**src/rtl/muldiv_pkg.sv**
```systemverilog
// muldiv_pkg: shared width, counter width and FSM state encoding for the multiply/divide sequencer
package muldiv_pkg;
  localparam int MD_WIDTH = 32;
  localparam int MD_CNT_W = $clog2(MD_WIDTH);
  typedef enum logic [1:0] {MD_IDLE, MD_CALC, MD_FIX, MD_DONE} md_state_t;
endpackage

```
**src/rtl/muldiv_iter_core.sv**
```systemverilog
// muldiv_iter_core: shared adder plus 2*WIDTH shift register; load latches magnitudes ma/mb, step runs one shift-add (MULT) or restoring-divide (DIV) iteration; prod = raw product, quo/rem = raw quotient/remainder
module muldiv_iter_core
  import muldiv_pkg::*;
#(
  parameter int WIDTH = MD_WIDTH
) (
  input  logic               clk,
  input  logic               rst_n,
  input  logic               load,
  input  logic               step,
  input  logic               is_div,
  input  logic [WIDTH-1:0]   ma,
  input  logic [WIDTH-1:0]   mb,
  output logic [2*WIDTH-1:0] prod,
  output logic [WIDTH-1:0]   quo,
  output logic [WIDTH-1:0]   rem
);
  logic [WIDTH-1:0] m;
  logic [WIDTH:0] opx, opy, sum;
  logic qb;
  assign opx = is_div ? {prod[2*WIDTH-1:WIDTH], prod[WIDTH-1]} : {1'b0, prod[2*WIDTH-1:WIDTH]};
  assign opy = is_div ? ~{1'b0, m} : {1'b0, m};
  assign sum = opx + opy + {{WIDTH{1'b0}}, is_div};
  assign qb = !sum[WIDTH];
  assign quo = prod[WIDTH-1:0];
  assign rem = prod[2*WIDTH-1:WIDTH];
  always_ff @(posedge clk or negedge rst_n) begin
    if (!rst_n) begin
      m <= '0;
      prod <= '0;
    end else if (load) begin
      m <= is_div ? mb : ma;
      prod <= {{WIDTH{1'b0}}, is_div ? ma : mb};
    end else if (step) begin
      prod <= is_div ? {qb ? sum[WIDTH-1:0] : opx[WIDTH-1:0], prod[WIDTH-2:0], qb}
                     : (prod[0] ? {sum, prod[WIDTH-1:1]} : {1'b0, prod[2*WIDTH-1:1]});
    end
  end
endmodule

```
**src/rtl/muldiv_sequencer.sv**
```systemverilog
// muldiv_sequencer: multi-cycle signed MULT/DIV into HI/LO; start/is_div/flush/opa/opb in, stall/busy/done/hi/lo out
module muldiv_sequencer
  import muldiv_pkg::*;
#(
  parameter int WIDTH = MD_WIDTH
) (
  input  logic             clk,
  input  logic             rst_n,
  input  logic             start,
  input  logic             is_div,
  input  logic             flush,
  input  logic [WIDTH-1:0] opa,
  input  logic [WIDTH-1:0] opb,
  output logic             stall,
  output logic             busy,
  output logic             done,
  output logic [WIDTH-1:0] hi,
  output logic [WIDTH-1:0] lo
);
  localparam int CW = $clog2(WIDTH);
  md_state_t state;
  logic [CW-1:0] cnt;
  logic div_r, sa, sb, bz, accept;
  logic [WIDTH-1:0] a_r, ma, mb, quo, rem, q_fix, r_fix;
  logic [2*WIDTH-1:0] prod, p_fix;
  assign accept = state == MD_IDLE && start && !flush;
  assign stall = accept || state == MD_CALC || state == MD_FIX;
  assign ma = opa[WIDTH-1] ? -opa : opa;
  assign mb = opb[WIDTH-1] ? -opb : opb;
  assign p_fix = (sa ^ sb) ? -prod : prod;
  assign q_fix = (sa ^ sb) ? -quo : quo;
  assign r_fix = sa ? -rem : rem;
  muldiv_iter_core #(.WIDTH(WIDTH)) u_core (
    .clk    (clk),
    .rst_n  (rst_n),
    .load   (accept),
    .step   (state == MD_CALC && !flush),
    .is_div (accept ? is_div : div_r),
    .ma     (ma),
    .mb     (mb),
    .prod   (prod),
    .quo    (quo),
    .rem    (rem)
  );
  always_ff @(posedge clk or negedge rst_n) begin
    if (!rst_n) begin
      state <= MD_IDLE;
      cnt <= '0;
      div_r <= 1'b0;
      sa <= 1'b0;
      sb <= 1'b0;
      bz <= 1'b0;
      a_r <= '0;
      hi <= '0;
      lo <= '0;
      busy <= 1'b0;
      done <= 1'b0;
    end else if (flush) begin
      state <= MD_IDLE;
      busy <= 1'b0;
      done <= 1'b0;
    end else begin
      case (state)
        MD_IDLE: if (start) begin
          div_r <= is_div;
          sa <= opa[WIDTH-1];
          sb <= opb[WIDTH-1];
          bz <= opb == '0;
          a_r <= opa;
          cnt <= '0;
          busy <= 1'b1;
          state <= MD_CALC;
        end
        MD_CALC: begin
          cnt <= cnt + 1'b1;
          if (cnt == CW'(WIDTH - 1)) state <= MD_FIX;
        end
        MD_FIX: begin
          {hi, lo} <= !div_r ? p_fix : bz ? {a_r, {WIDTH{1'b1}}} : {r_fix, q_fix};
          busy <= 1'b0;
          done <= 1'b1;
          state <= MD_DONE;
        end
        default: begin
          done <= 1'b0;
          state <= MD_IDLE;
        end
      endcase
    end
  end
endmodule

```
**config.mk**
```make
export PLATFORM = sky130hd
export DESIGN_NAME = muldiv_sequencer
export DESIGN_NICKNAME = d
export VERILOG_FILES = /design/src/rtl/muldiv_pkg.sv /design/src/rtl/muldiv_iter_core.sv /design/src/rtl/muldiv_sequencer.sv
export SDC_FILE = /design/constraint.sdc
export NUM_CORES = 1
export LEC_CHECK = 0
export ABC_AREA = 1
export CELL_PAD_IN_SITES_DETAIL_PLACEMENT = 1
export CELL_PAD_IN_SITES_GLOBAL_PLACEMENT = 1
export CORE_MARGIN = 4
export CORE_UTILIZATION = 46
export CTS_CLUSTER_SIZE = 28
export DETAILED_ROUTE_END_ITERATION = 7
export GPL_ROUTABILITY_DRIVEN = 1
export PLACE_DENSITY_LB_ADDON = 0.1
export SYNTH_ARGS = -nofsm -noshare
export SYNTH_HDL_FRONTEND = slang
export SYNTH_HIERARCHICAL = 1
export SYNTH_SLANG_ARGS = --single-unit
```
**constraint.sdc**
```tcl
create_clock -name clk -period 10.8 [get_ports clk]
set_clock_uncertainty 0.1 [all_clocks]
set_input_delay 1.08 -clock clk [delete_from_list [all_inputs] [get_ports clk]]
set_output_delay 1.08 -clock clk [all_outputs]
set_load 0.01 [all_outputs]
```
==> metrics <==
Worst Hold Class reg2reg; Post-synth ARST share 100%; RR Startpoint state[0]$_DFFE_PN0P_; most frequent cells in the layout nand2_1 (945), nor2_1 (508), inv_1 (308), o21ai_0 (308), nand3_1 (256); largest stage delay on the critical path around 0.84 ns; Clock Tree Buf Depth 3; RSZ-0062 raised after global routing no; TritonCTS clock tree built; combinational family with the most area after synthesis simple AND/OR/NAND/NOR gates; first-pass GRT wire length 137 mm; GRT busiest layer met2; yosys warns 6; Synth Area in Adders ~2.7%; setup violators final 0; I/O Buffers 135; I/O Pins ~140; layout cells sized above 1 4.72%; via-per-instance ratio roughly 6; Crit path max-delay family simple AND/OR/NAND/NOR gates; critical-path cell list clkdlybuf4s50_1, nor3_4, nand2_1, o21ai_4, buf_4, buf_4, o21ai_0, fa_1, nand3_1, nand3_2, nand2_1, nand2_2, nand2_1, nand2_2, nand2_4, nand2_4, nand2_4, nand2_4, nand2_1, nand3_1, nand2_1, o21ai_0; Crit. Startpoint flush; Crit Path Category in2reg; grt met3 use around 5.3%; Worst EP arrival around 6.9 ns; r2r setup slk 4.54 ns; setup tns final 0 ns; DR vias approximately 23,000; clk sinks 204; synth unique cells 51; Die W 217 um; hold_buf cts 0; CP bufs+invs 3; synthesis-to-finish area growth 10.9%; post-route ant nets 0; Placer Congestion 1.00; Post-synth top flop dfrtp_1; Post-Synth Simple-Gate Area 38.2%; mux cell area share after synthesis 0%; Total Routing Usage GR 36.8%; row count 76; vias in the first global route 23,600; syn_area_per_cell 5.96 um2; number of synthesized flops with an enable pin 0; Total Wirelength 88.3 mm; Die H 217 um; synthesized cell area 20,000 um2; CP Max Fanout 90; DRC viols 0; worst reg2reg path depth 24; #FFs+latches synth 204; number of filler cells placed in the layout ~6,100; status complete, no violations; Synth Area in Compound Gates 16.8%; critical path depth 22; Startpoint Class primary input; slowest CP cell buf_4; Resize count post-CTS 0; most used cell, CP nand2_1; Reg clk slew, reported paths 0.06 ns; commonest non-fill, non-tap cell in the layout nand2_1; grt met1 use 48.2%; worst path required time between 10 and 15 ns; clock root buffer clkbuf_16; Antenna diodes 0; fin crit share between 60% and 70%; initial core utilization 46.4%; Final min period 6.59 ns; maximum capacitance violations 0; htree depth 1; syn nets between 3,000 and 4,000; FMAX 152 MHz; GRT met2 Usage between 60% and 70%; Critical R2R Capture u_core/prod[41]$_DFFE_PN0P_; clk_lat worst skew just under 0.6 ns; Synth Area in XOR/XNOR 5.12%; setup bufs post-CTS 0; Final Hold Vio Count 0; post-synthesis sequential area ratio roughly a quarter; initial antenna violation count 0; Post-DP HPWL 67.7 mm; utilization after layout 51.5%; total die area approximately 47,000 um2; Setup crit end kind register; drt pass-1 iters 5; Slew Viols, Final 0; Rel. slew slack roughly 37%; core footprint 43,100 um2; clock buffer count from CTS 28; Starting DRT DRC Count 2,294; Synth Instances 3,356; WL/cell 22.3 um; Slew @ Worst Pin ~0.94 ns; largest net degree at the start of global routing 91; Critical Path Sink u_core/prod[41]$_DFFE_PN0P_; nets@finish 3,455; GR Overflow Total 0
-- cells in the mapped netlist, drive strengths merged (3+ instances only) --
| cell type | number | share of area [%] |
|---|---|---|
| nand2 | 974 | 19 |
| a31oi | 19 | 0.59 |
| o21ai | 354 | 9.0 |
| and2 | 3 | 0.094 |
| inv | 319 | 6.0 |
| xnor2 | 24 | 1.1 |
| a21oi | 200 | 5.1 |
| o21bai | 6 | 0.23 |
| xor2 | 93 | 4.1 |
| nand3 | 260 | 6.6 |
| o221ai | 18 | 0.79 |
| buf | 114 | 4.0 |
| ha | 41 | 2.6 |
| o211ai | 11 | 0.41 |
| or2 | 11 | 0.34 |
| nor3 | 28 | 0.83 |
| dfrtp | 204 | 26 |
| o31ai | 6 | 0.23 |
| nand4 | 29 | 0.91 |
| a21o | 5 | 0.19 |
| nand3b | 11 | 0.41 |
| clkbuf | 89 | 1.7 |
| nor2 | 525 | 10 |
-- stage by stage --
stage	instances	hold slack, ns	setup WS [ns]	area (um2)
after floorplan	3356	0.342	5.89	20000
after global placement	3899	0.362	4.06	21200
after detailed placement	3899	0.364	3.83	21200
after CTS	3951	0.380	4.40	22200
after global routing	3951	0.394	3.81	22200
final	3951	0.374	4.21	22200
-- worst min-delay path by stage --
| stage | from | to | slack, ns | depth (start not counted) |
|---|---|---|---|---|
| after floorplan | a_r[8]$_DFFE_PN0P_ | a_r[8]$_DFFE_PN0P_ | 0.34 | 2 |
| after global placement | lo[28]$_DFFE_PN0P_ | lo[28]$_DFFE_PN0P_ | 0.36 | 2 |
| after detailed placement | lo[19]$_DFFE_PN0P_ | lo[19]$_DFFE_PN0P_ | 0.36 | 2 |
| after CTS | hi[25]$_DFFE_PN0P_ | hi[25]$_DFFE_PN0P_ | 0.38 | 2 |
| after global routing | lo[19]$_DFFE_PN0P_ | lo[19]$_DFFE_PN0P_ | 0.39 | 2 |
| final | hi[25]$_DFFE_PN0P_ | hi[25]$_DFFE_PN0P_ | 0.37 | 2 |
-- layer usage --
metal	up-vias	wire, um
met1	11300	36500
met2	947	40300
met4	0	4950
met5	-	0
met3	235	6570
li1	10700	-
-- cell families (layout without fill, tap and decap cells) --
logic type	count (synthesis)	count (layout)
compound gates	625	625
xor+xnor	117	117
fa+ha+maj	42	42
buf+inv	524	534
flops	204	204
simple gates	1844	1844
-- worst min-delay path: stages (launching register included) --
cell and delay, ns:
dfrtp_1 0.34, nand2_1 0.05, nand2_1 0.05
-- final cells by class --
type,count,area (um2),area share (%)
clock buffer,38,798,3.60
clock inverter,14,219,0.987
inverter,321,1200,5.43
multi-input combinational,2628,12600,56.7
sequential,204,5100,23.0
tap,585,732,3.30
timing repair buffer,161,1550,6.99
-- flip-flops by register name, indices dropped and copies added (netlist names) --
register / count
div_r: 1
lo: 32
state: 2
busy: 1
u_core/m: 32
cnt: 5
sb: 1
sa: 1
a_r: 31
u_core/prod: 64
done: 1
hi: 32
bz: 1
Power is left out: the tool's default activity adds up to more than one toggle a clock period on the data nets, which glitch-free logic cannot reach.
